<file path="config.mk">
export PLATFORM = sky130hd
export DESIGN_NAME = lsu_bus_interface
export DESIGN_NICKNAME = d
export VERILOG_FILES = /design/src/rtl/lsu_bus_interface.sv
export SDC_FILE = /design/constraint.sdc
export NUM_CORES = 1
export LEC_CHECK = 0
export ABC_AREA = 1
export ABC_CLOCK_PERIOD_IN_PS = 2100
export BUFFER_PORTS_ARGS = -buffer_cell sky130_fd_sc_hd__buf_4
export CAP_MARGIN = 20
export CORE_MARGIN = 10
export CORE_UTILIZATION = 52
export DETAILED_ROUTE_END_ITERATION = 8
export GPL_TIMING_DRIVEN = 0
export PLACE_DENSITY = 0.81
export SYNTH_ARGS = -nofsm -noshare
export SYNTH_HDL_FRONTEND = slang
export SYNTH_SLANG_ARGS = --single-unit
</file>
<file path="constraint.sdc">
create_clock -name clk -period 2.1 [get_ports clk]
set_input_delay 0.105 -clock clk [delete_from_list [all_inputs] [get_ports clk]]
set_output_delay 0.105 -clock clk [all_outputs]
set_load 0.02 [all_outputs]
</file>
<file path="src/rtl/lsu_bus_interface.sv">
// Load/store unit bus front-end: turns one decoded load/store into a single-beat
// word bus transaction, extends load data, and flags misalignment and bus timeouts.
module lsu_bus_interface #(
  parameter int unsigned TIMEOUT_CYCLES = 255
) (
  input  logic        clk,
  input  logic        rst,
  input  logic        req_valid,
  output logic        req_ready,
  input  logic        mem_write,
  input  logic        memtoreg,
  input  logic [2:0]  mem_load_type,
  input  logic [1:0]  mem_store_type,
  input  logic [31:0] addr,
  input  logic [31:0] store_data,
  output logic        bus_req,
  output logic        bus_we,
  output logic [31:0] bus_addr,
  output logic [3:0]  bus_be,
  output logic [31:0] bus_wdata,
  input  logic        bus_ack,
  input  logic [31:0] bus_rdata,
  output logic        resp_valid,
  output logic [31:0] load_data,
  output logic        misaligned,
  output logic        bus_err,
  output logic        busy
);

  typedef enum logic [1:0] {StIdle, StWait, StResp} state_e;

  state_e      state_q, state_d;
  logic [2:0]  ltype_q, ltype_d;
  logic [1:0]  alo_q, alo_d;
  logic        we_q, we_d;
  logic [31:0] addr_q, addr_d;
  logic [3:0]  be_q, be_d;
  logic [31:0] wdata_q, wdata_d;
  logic [31:0] ldata_q, ldata_d;
  logic        mis_q, mis_d;
  logic        err_q, err_d;
  logic [31:0] cnt_q, cnt_d;

  logic        mis_now;
  logic [3:0]  be_now;
  logic [31:0] wdata_now;

  function automatic logic [31:0] extract(input logic [31:0] rdata, input logic [2:0] lt,
                                          input logic [1:0] lo);
    logic [31:0] w;
    w = rdata >> {lo, 3'b000};
    case (lt)
      3'b000:  extract = {{24{w[7]}}, w[7:0]};
      3'b001:  extract = {{16{w[15]}}, w[15:0]};
      3'b011:  extract = {24'h0, w[7:0]};
      3'b100:  extract = {16'h0, w[15:0]};
      default: extract = rdata;
    endcase
  endfunction

  // Lane selection and alignment check for the request currently on the inputs.
  always_comb begin
    be_now    = 4'b1111;
    wdata_now = 32'h0;
    mis_now   = 1'b0;
    if (mem_write) begin
      case (mem_store_type)
        2'b00: begin
          be_now    = 4'b0001 << addr[1:0];
          wdata_now = {4{store_data[7:0]}};
        end
        2'b01: begin
          be_now    = addr[1] ? 4'b1100 : 4'b0011;
          wdata_now = {2{store_data[15:0]}};
          mis_now   = addr[0];
        end
        default: begin
          wdata_now = store_data;
          mis_now   = |addr[1:0];
        end
      endcase
    end else begin
      case (mem_load_type)
        3'b000, 3'b011: mis_now = 1'b0;
        3'b001, 3'b100: mis_now = addr[0];
        default:        mis_now = |addr[1:0];
      endcase
    end
  end

  always_comb begin
    state_d = state_q;
    ltype_d = ltype_q;
    alo_d   = alo_q;
    we_d    = we_q;
    addr_d  = addr_q;
    be_d    = be_q;
    wdata_d = wdata_q;
    ldata_d = ldata_q;
    mis_d   = mis_q;
    err_d   = err_q;
    cnt_d   = cnt_q;
    unique case (state_q)
      StIdle: begin
        cnt_d = 32'h0;
        if (req_valid && (mem_write || memtoreg)) begin
          ltype_d = mem_load_type;
          alo_d   = addr[1:0];
          mis_d   = mis_now;
          ldata_d = 32'h0;
          err_d   = 1'b0;
          if (mis_now) begin
            state_d = StResp;
          end else begin
            state_d = StWait;
            we_d    = mem_write;
            addr_d  = {addr[31:2], 2'b00};
            be_d    = be_now;
            wdata_d = wdata_now;
          end
        end
      end
      StWait: begin
        // Ack takes priority over a timeout landing on the same cycle.
        if (bus_ack) begin
          state_d = StResp;
          if (!we_q) ldata_d = extract(bus_rdata, ltype_q, alo_q);
        end else if (TIMEOUT_CYCLES != 0 && cnt_q == TIMEOUT_CYCLES - 1) begin
          state_d = StResp;
          err_d   = 1'b1;
        end else begin
          cnt_d = cnt_q + 32'h1;
        end
      end
      StResp: begin
        state_d = StIdle;
        cnt_d   = 32'h0;
        ldata_d = 32'h0;
        mis_d   = 1'b0;
        err_d   = 1'b0;
      end
      default: state_d = StIdle;
    endcase
  end

  always_ff @(posedge clk) begin
    if (rst) begin
      state_q <= StIdle;
      ltype_q <= 3'h0;
      alo_q   <= 2'h0;
      we_q    <= 1'b0;
      addr_q  <= 32'h0;
      be_q    <= 4'h0;
      wdata_q <= 32'h0;
      ldata_q <= 32'h0;
      mis_q   <= 1'b0;
      err_q   <= 1'b0;
      cnt_q   <= 32'h0;
    end else begin
      state_q <= state_d;
      ltype_q <= ltype_d;
      alo_q   <= alo_d;
      we_q    <= we_d;
      addr_q  <= addr_d;
      be_q    <= be_d;
      wdata_q <= wdata_d;
      ldata_q <= ldata_d;
      mis_q   <= mis_d;
      err_q   <= err_d;
      cnt_q   <= cnt_d;
    end
  end

  assign req_ready  = (state_q == StIdle);
  assign busy       = (state_q != StIdle);
  assign bus_req    = (state_q == StWait);
  assign resp_valid = (state_q == StResp);
  assign bus_we     = we_q;
  assign bus_addr   = addr_q;
  assign bus_be     = be_q;
  assign bus_wdata  = wdata_q;
  assign load_data  = ldata_q;
  assign misaligned = mis_q;
  assign bus_err    = err_q;

endmodule

</file>
# After elaboration in Yosys (flattened, before gate mapping)
# Cells that the tools add are included.
[word_totals]
register_bits = 140
input_bits = 107
out_inout_bits = 107
elab_cells = 80
[op_classes]
addsub = 1
n_eq_ne = 17
shifts = 2
mux = 27
n_bitwise = 1
reduce_logical = 21
[op_table]
columns = ["operator", "count"]
rows = [
  ["$mux W32", 6],
  ["$pmux W32 S2", 2],
  ["$pmux W32 S4", 1],
  ["$pmux W32 S3", 1],
  ["$add A32 B1 Y32 const B", 1],
  ["$eq A32 B8 Y1 const B", 1],
  ["$shr A32 B5 Y16", 1],
  ["$mux W2", 4],
  ["$mux W4", 2],
  ["$pmux W4 S2", 1],
  ["$reduce_and A4 Y1", 2],
  ["$reduce_or A2 Y1", 4],
  ["$eq A3 B1 Y1 const B", 2],
  ["$eq A3 B2 Y1 const B", 2],
  ["$eq A3 B3 Y1 const B", 2],
  ["$logic_not A3 Y1", 2],
  ["$ne A2 B1 Y1 const B", 3],
  ["$ne A2 B2 Y1 const B", 3],
  ["$pmux W1 S2", 3],
  ["$reduce_and A2 Y1", 3],
  ["$reduce_and A3 Y1", 2],
  ["$reduce_bool A2 Y1", 3],
  ["$mux W1", 5],
  ["$eq A2 B1 Y1 const B", 2],
  ["other kinds (10)", 11],
]

# Longest topological paths before layout
[logic_depth]
word_depth = 7
mapped_depth = 13
ltp_nobuf = 12

# Worst setup path before layout
# OpenSTA, ideal clock, no wires.
[synth_path]
path_type = "register to register"
start = "register state_q[0]"
end = "register addr_q[22], in the netlist bus_addr[22]"
setup_time_ns = 0.116
t_arrival_ns = 1.507
required_ns = 1.984
path_slack_ns = 0.477
stages_incl_launch_ff = 11
path_buffers = 2
synth_period_minus_slack_ns = 1.623
path_cell_list = "dfxtp_1 -> nor2_4 -> inv_2 -> nor2_4 -> inv_2 -> nor2_4 -> inv_2 -> buf_6 -> buf_6 -> nor2_1 -> nor2_1"
[synth_between]
elab_chain_len = 2
[synth_rtl]
columns = ["element", "line_no", "rtl"]
rows = [
  ["from (decl)", "32", "state_e state_q, state_d;"],
  ["from (signal assigned)", "148", "state_q <= StIdle;"],
  ["from (signal assigned)", "160", "state_q <= state_d;"],
  ["$logic_not A2 Y1", "-", ""],
  ["via req_ready", "9", "output logic req_ready,"],
  ["$reduce_and A3 Y1 (no source line)", "-", ""],
  ["to (signal assigned)", "164", "addr_q <= addr_d;"],
  ["to (decl)", "36", "logic [31:0] addr_q, addr_d;"],
]
# The timed path passes the listed nets, and every way through them passes these cells.
# A chain may end at the register's enable or synchronous reset.

# Worst setup path in the final report
[layout_path]
start = "register state_q[0]"
end = "register addr_q[3], in the netlist bus_addr[3]"
[layout_between]
elab_chain_len = 2
[layout_rtl]
columns = ["element", "line_no", "rtl"]
rows = [
  ["$logic_not A2 Y1", "103", "unique case (state_q)"],
  ["$reduce_and A3 Y1 (no source line)", "-", ""],
]
# Every way passes these cells.

==> metrics.md <==
| Metric | Value |
|---|---|
| Synth Instances | 1,135 |
| Synth area leaders | dfxtp_1, nand2_1, nor2_1 |
| Mean post-synth cell area | 6.41 sq um |
| Net Sw Power | 2.29 mW |
| First-pass GRT wire length | 43,700 um |
| Min-delay worst type | in2reg |
| Gr usage total | 27.7% |
| TNS Setup | 0 ns |
| Initial DRC Count | 888 |
| Critical Path End Type | register |
| Final setup margin | 0.119 ns |
| Final hold violations | 0 |
| Worst hold start | bus_rdata[5] |
| Worst slack at placement | 0.123 ns |
| Row count | 43 |
| Clock Pin Slew Worst Setup and Hold Paths | 0.06 ns |
| Final setup vio count | 0 |
| Routed vias/inst | 5.54 |
| Vias | 8,827 |
| Final max-slew violation count | 0 |
| FF+latch count, synth | 140 |
| Dpl cells | 1,525 |
| Relative slew slack | 58.8% |
| Clk_skew | 0.0123 ns |
| Die Y | 138 um |
| DR DRC count | 0 |
| Final min period | 1.98 ns |
| Yosys warnings | 0 |
| CP startpoint | state_q[0] |
| Synth top cells by count | nand2_1, nor2_1, dfxtp_1 |
| Nets | 1,510 |
| Post-detail-place hpwl | 20,300 um |
| Ys flop type | dfxtp_1 |
| Int Power | 5.01 mW |
| Final RePlAce weighted congestion | 0.964 |
| Leakage | 4.38 nW |
| Post-synth ARST share | 0% |
| PortBufs | 209 |
| Total die area | 0.0191 sq mm |
| Largest net degree at the start of global routing | 17 |
| CTS buffer count | 17 |
| Post-Route Utilization | 72.7% |
| Core area | 0.0138 sq mm |
| IO Pins | 214 |
| Switching Fraction | 31.4% |
| Pwr Density | 729 mW/mm^2 |
| Combinational cell fraction of total power | 20.9% |
| Status | finished clean |
| Share of the synthesized area in the top cell type | 38.5% |
| Layout Cells excl Fill | 1,594 |
| Initial antenna violation count | 1 |
| Detailed Routing Iterations Pass 1 | 5 |
| Chip Width | 138 um |
| Seq/Total Area, Yosys | 38.5% |
| Fin crit share | 94.3% |
| Arr. time, crit path | 2.31 ns |
| Placed cell areas | 0.00907 sq mm |
| Crit path required time | 2.42 ns |
| Clock latency on the worst-skew pair | 0.44 ns |
| Crit-path max FO | 10 |
| EDFF count, synth | 0 |
| Clk buf depth | 2 |
| Root Driver | clkbuf_16 |
| Max IR drop VDD | 0.628 mV |
| Routed len/inst | 17.8 um |
| CTS tree | yes |
| Crit path launch type | register |
| Area leader, netlist | dfxtp_1 |
| Area Overhead vs Synth | 37.8% |
| Clock power share | 40.0% |
| Max Clk Rate | 0.505 GHz |
| Initial Utilization | 52.8% |
| Seq pwr share | 39.2% |
| Final wirelength | 28,400 um |
| # H-tree levels | 4 |
| R2R setup slack | 0.12 ns |
| Mapped Area | 0.00727 sq mm |
| Reg2reg start | state_q[0] |
| Gr ovfl total | 0 |
| RSZ-0062 raised after global routing | no |
| # Max-Cap Violations | 0 |
| Vias in the first global route | 8,304 |
| Worst Setup Path Type | reg2reg |
| Worst Tran Pin Value | 0.619 ns |
| Sinks on Clock Net | 140 |
| Min Hold Slack | 0.00505 ns |
| Filler Cells Inserted | 1,124 |
| Fin area | 0.0100 sq mm |
| Count leader, synth | nand2_1 |
| Cell variety after synth | 36 |
| Layout cells sized above 1 | 21.7% |
| Final Power | 7.31 mW |
| Post-route ant nets | 0 |
==> cells in the final DEF (no fill, tap or decap), types with 3 or more instances in the layout <==
master,n
dfxtp_1,140
nand3b_1,7
clkinv_2,4
nor2_4,5
clkinvlp_4,3
or2_2,13
inv_1,62
clkbuf_16,17
inv_2,9
nand4_1,21
o211ai_1,12
nor2_1,189
clkbuf_1,30
nor3_1,16
nor2_2,4
buf_2,20
nand2_1,299
a21oi_1,116
dlygate4sd3_1,37
buf_4,214
xor2_1,7
nand3_1,72
o21ai_0,81
==> flip-flops by register name, indices dropped and copies added, names as in the netlist <==
| register | flops |
|---|---|
| cnt_q | 32 |
| ltype_q | 3 |
| bus_addr | 30 |
| state_q | 2 |
| alo_q | 2 |
| load_data | 32 |
| bus_be | 4 |
| bus_wdata | 32 |
| misaligned | 1 |
| bus_err | 1 |
| bus_we | 1 |
==> power groups by stage <==
stage               registers (mW)  clock network [mW]  logic [mW]
global placement              2.90                   0        1.39
CTS                           2.85                2.90        1.47
finish                        2.86                2.92        1.52
floorplan                     3.03                   0       0.674
detailed placement            2.91                   0        1.41
global route                  2.87                3.04        1.64
==> layout make-up <==
type | count | area (sq um) | share of cell area, %
Antenna cell | 1 | 2.50 | 0.0250
Buffer | 62 | 302 | 3.01
Clock buffer | 18 | 439 | 4.38
Clock inverter | 13 | 119 | 1.19
Inverter | 71 | 267 | 2.66
Multi-Input combinational cell | 863 | 3920 | 39.1
Sequential cell | 140 | 2800 | 28.0
Tap cell | 180 | 225 | 2.25
Timing Repair Buffer | 246 | 1940 | 19.4
==> layer usage <==
metal | routed length (um) | vias to the layer above | global-route usage (%)
li1 | - | 4224 | -
met1 | 11200 | 4040 | 32.3
met2 | 13200 | 478 | 45.1
met3 | 3020 | 85 | 9.79
met4 | 1060 | 0 | 11.9
met5 | 0 | - | 0
==> what timing repair did <==
action	CTS	global route
resized for setup	1	7
hold buffers	37	0
gates cloned	0	0
setup endpoints to repair	1	29
hold endpoints to repair	37	0
buffers inserted	0	0
==> final timing paths <==
check,cells past startpoint,end
worst max-delay path,9,bus_addr[3]
worst min-delay path,3,load_data[5]
worst max register to register,9,bus_addr[3]
worst min register to register,2,bus_wdata[28]
==> worst max-delay path, stage by stage, from the launching register on <==
cell and delay [ns]:
dfxtp_1 0.37, nor2_4 0.20, inv_2 0.07, nor2_4 0.18, inv_2 0.10, nor2_4 0.24
inv_2 0.12, clkbuf_1 0.27, nor2_1 0.22, nor2_1 0.09
==> cells by family after synthesis <==
family / after synthesis / share of synthesized area [%]
buffers and inverters: 133 / 7.71
AND/OR/NAND/NOR: 632 / 36.5
AO/OA/AOI/OAI: 218 / 15.7
XOR/XNOR: 9 / 1.08
adder cells (fa/ha/maj): 2 / 0.344
flip-flops: 140 / 38.5
other: 1 / 0.0516
Note: power is estimated with default switching activity, not from simulation.
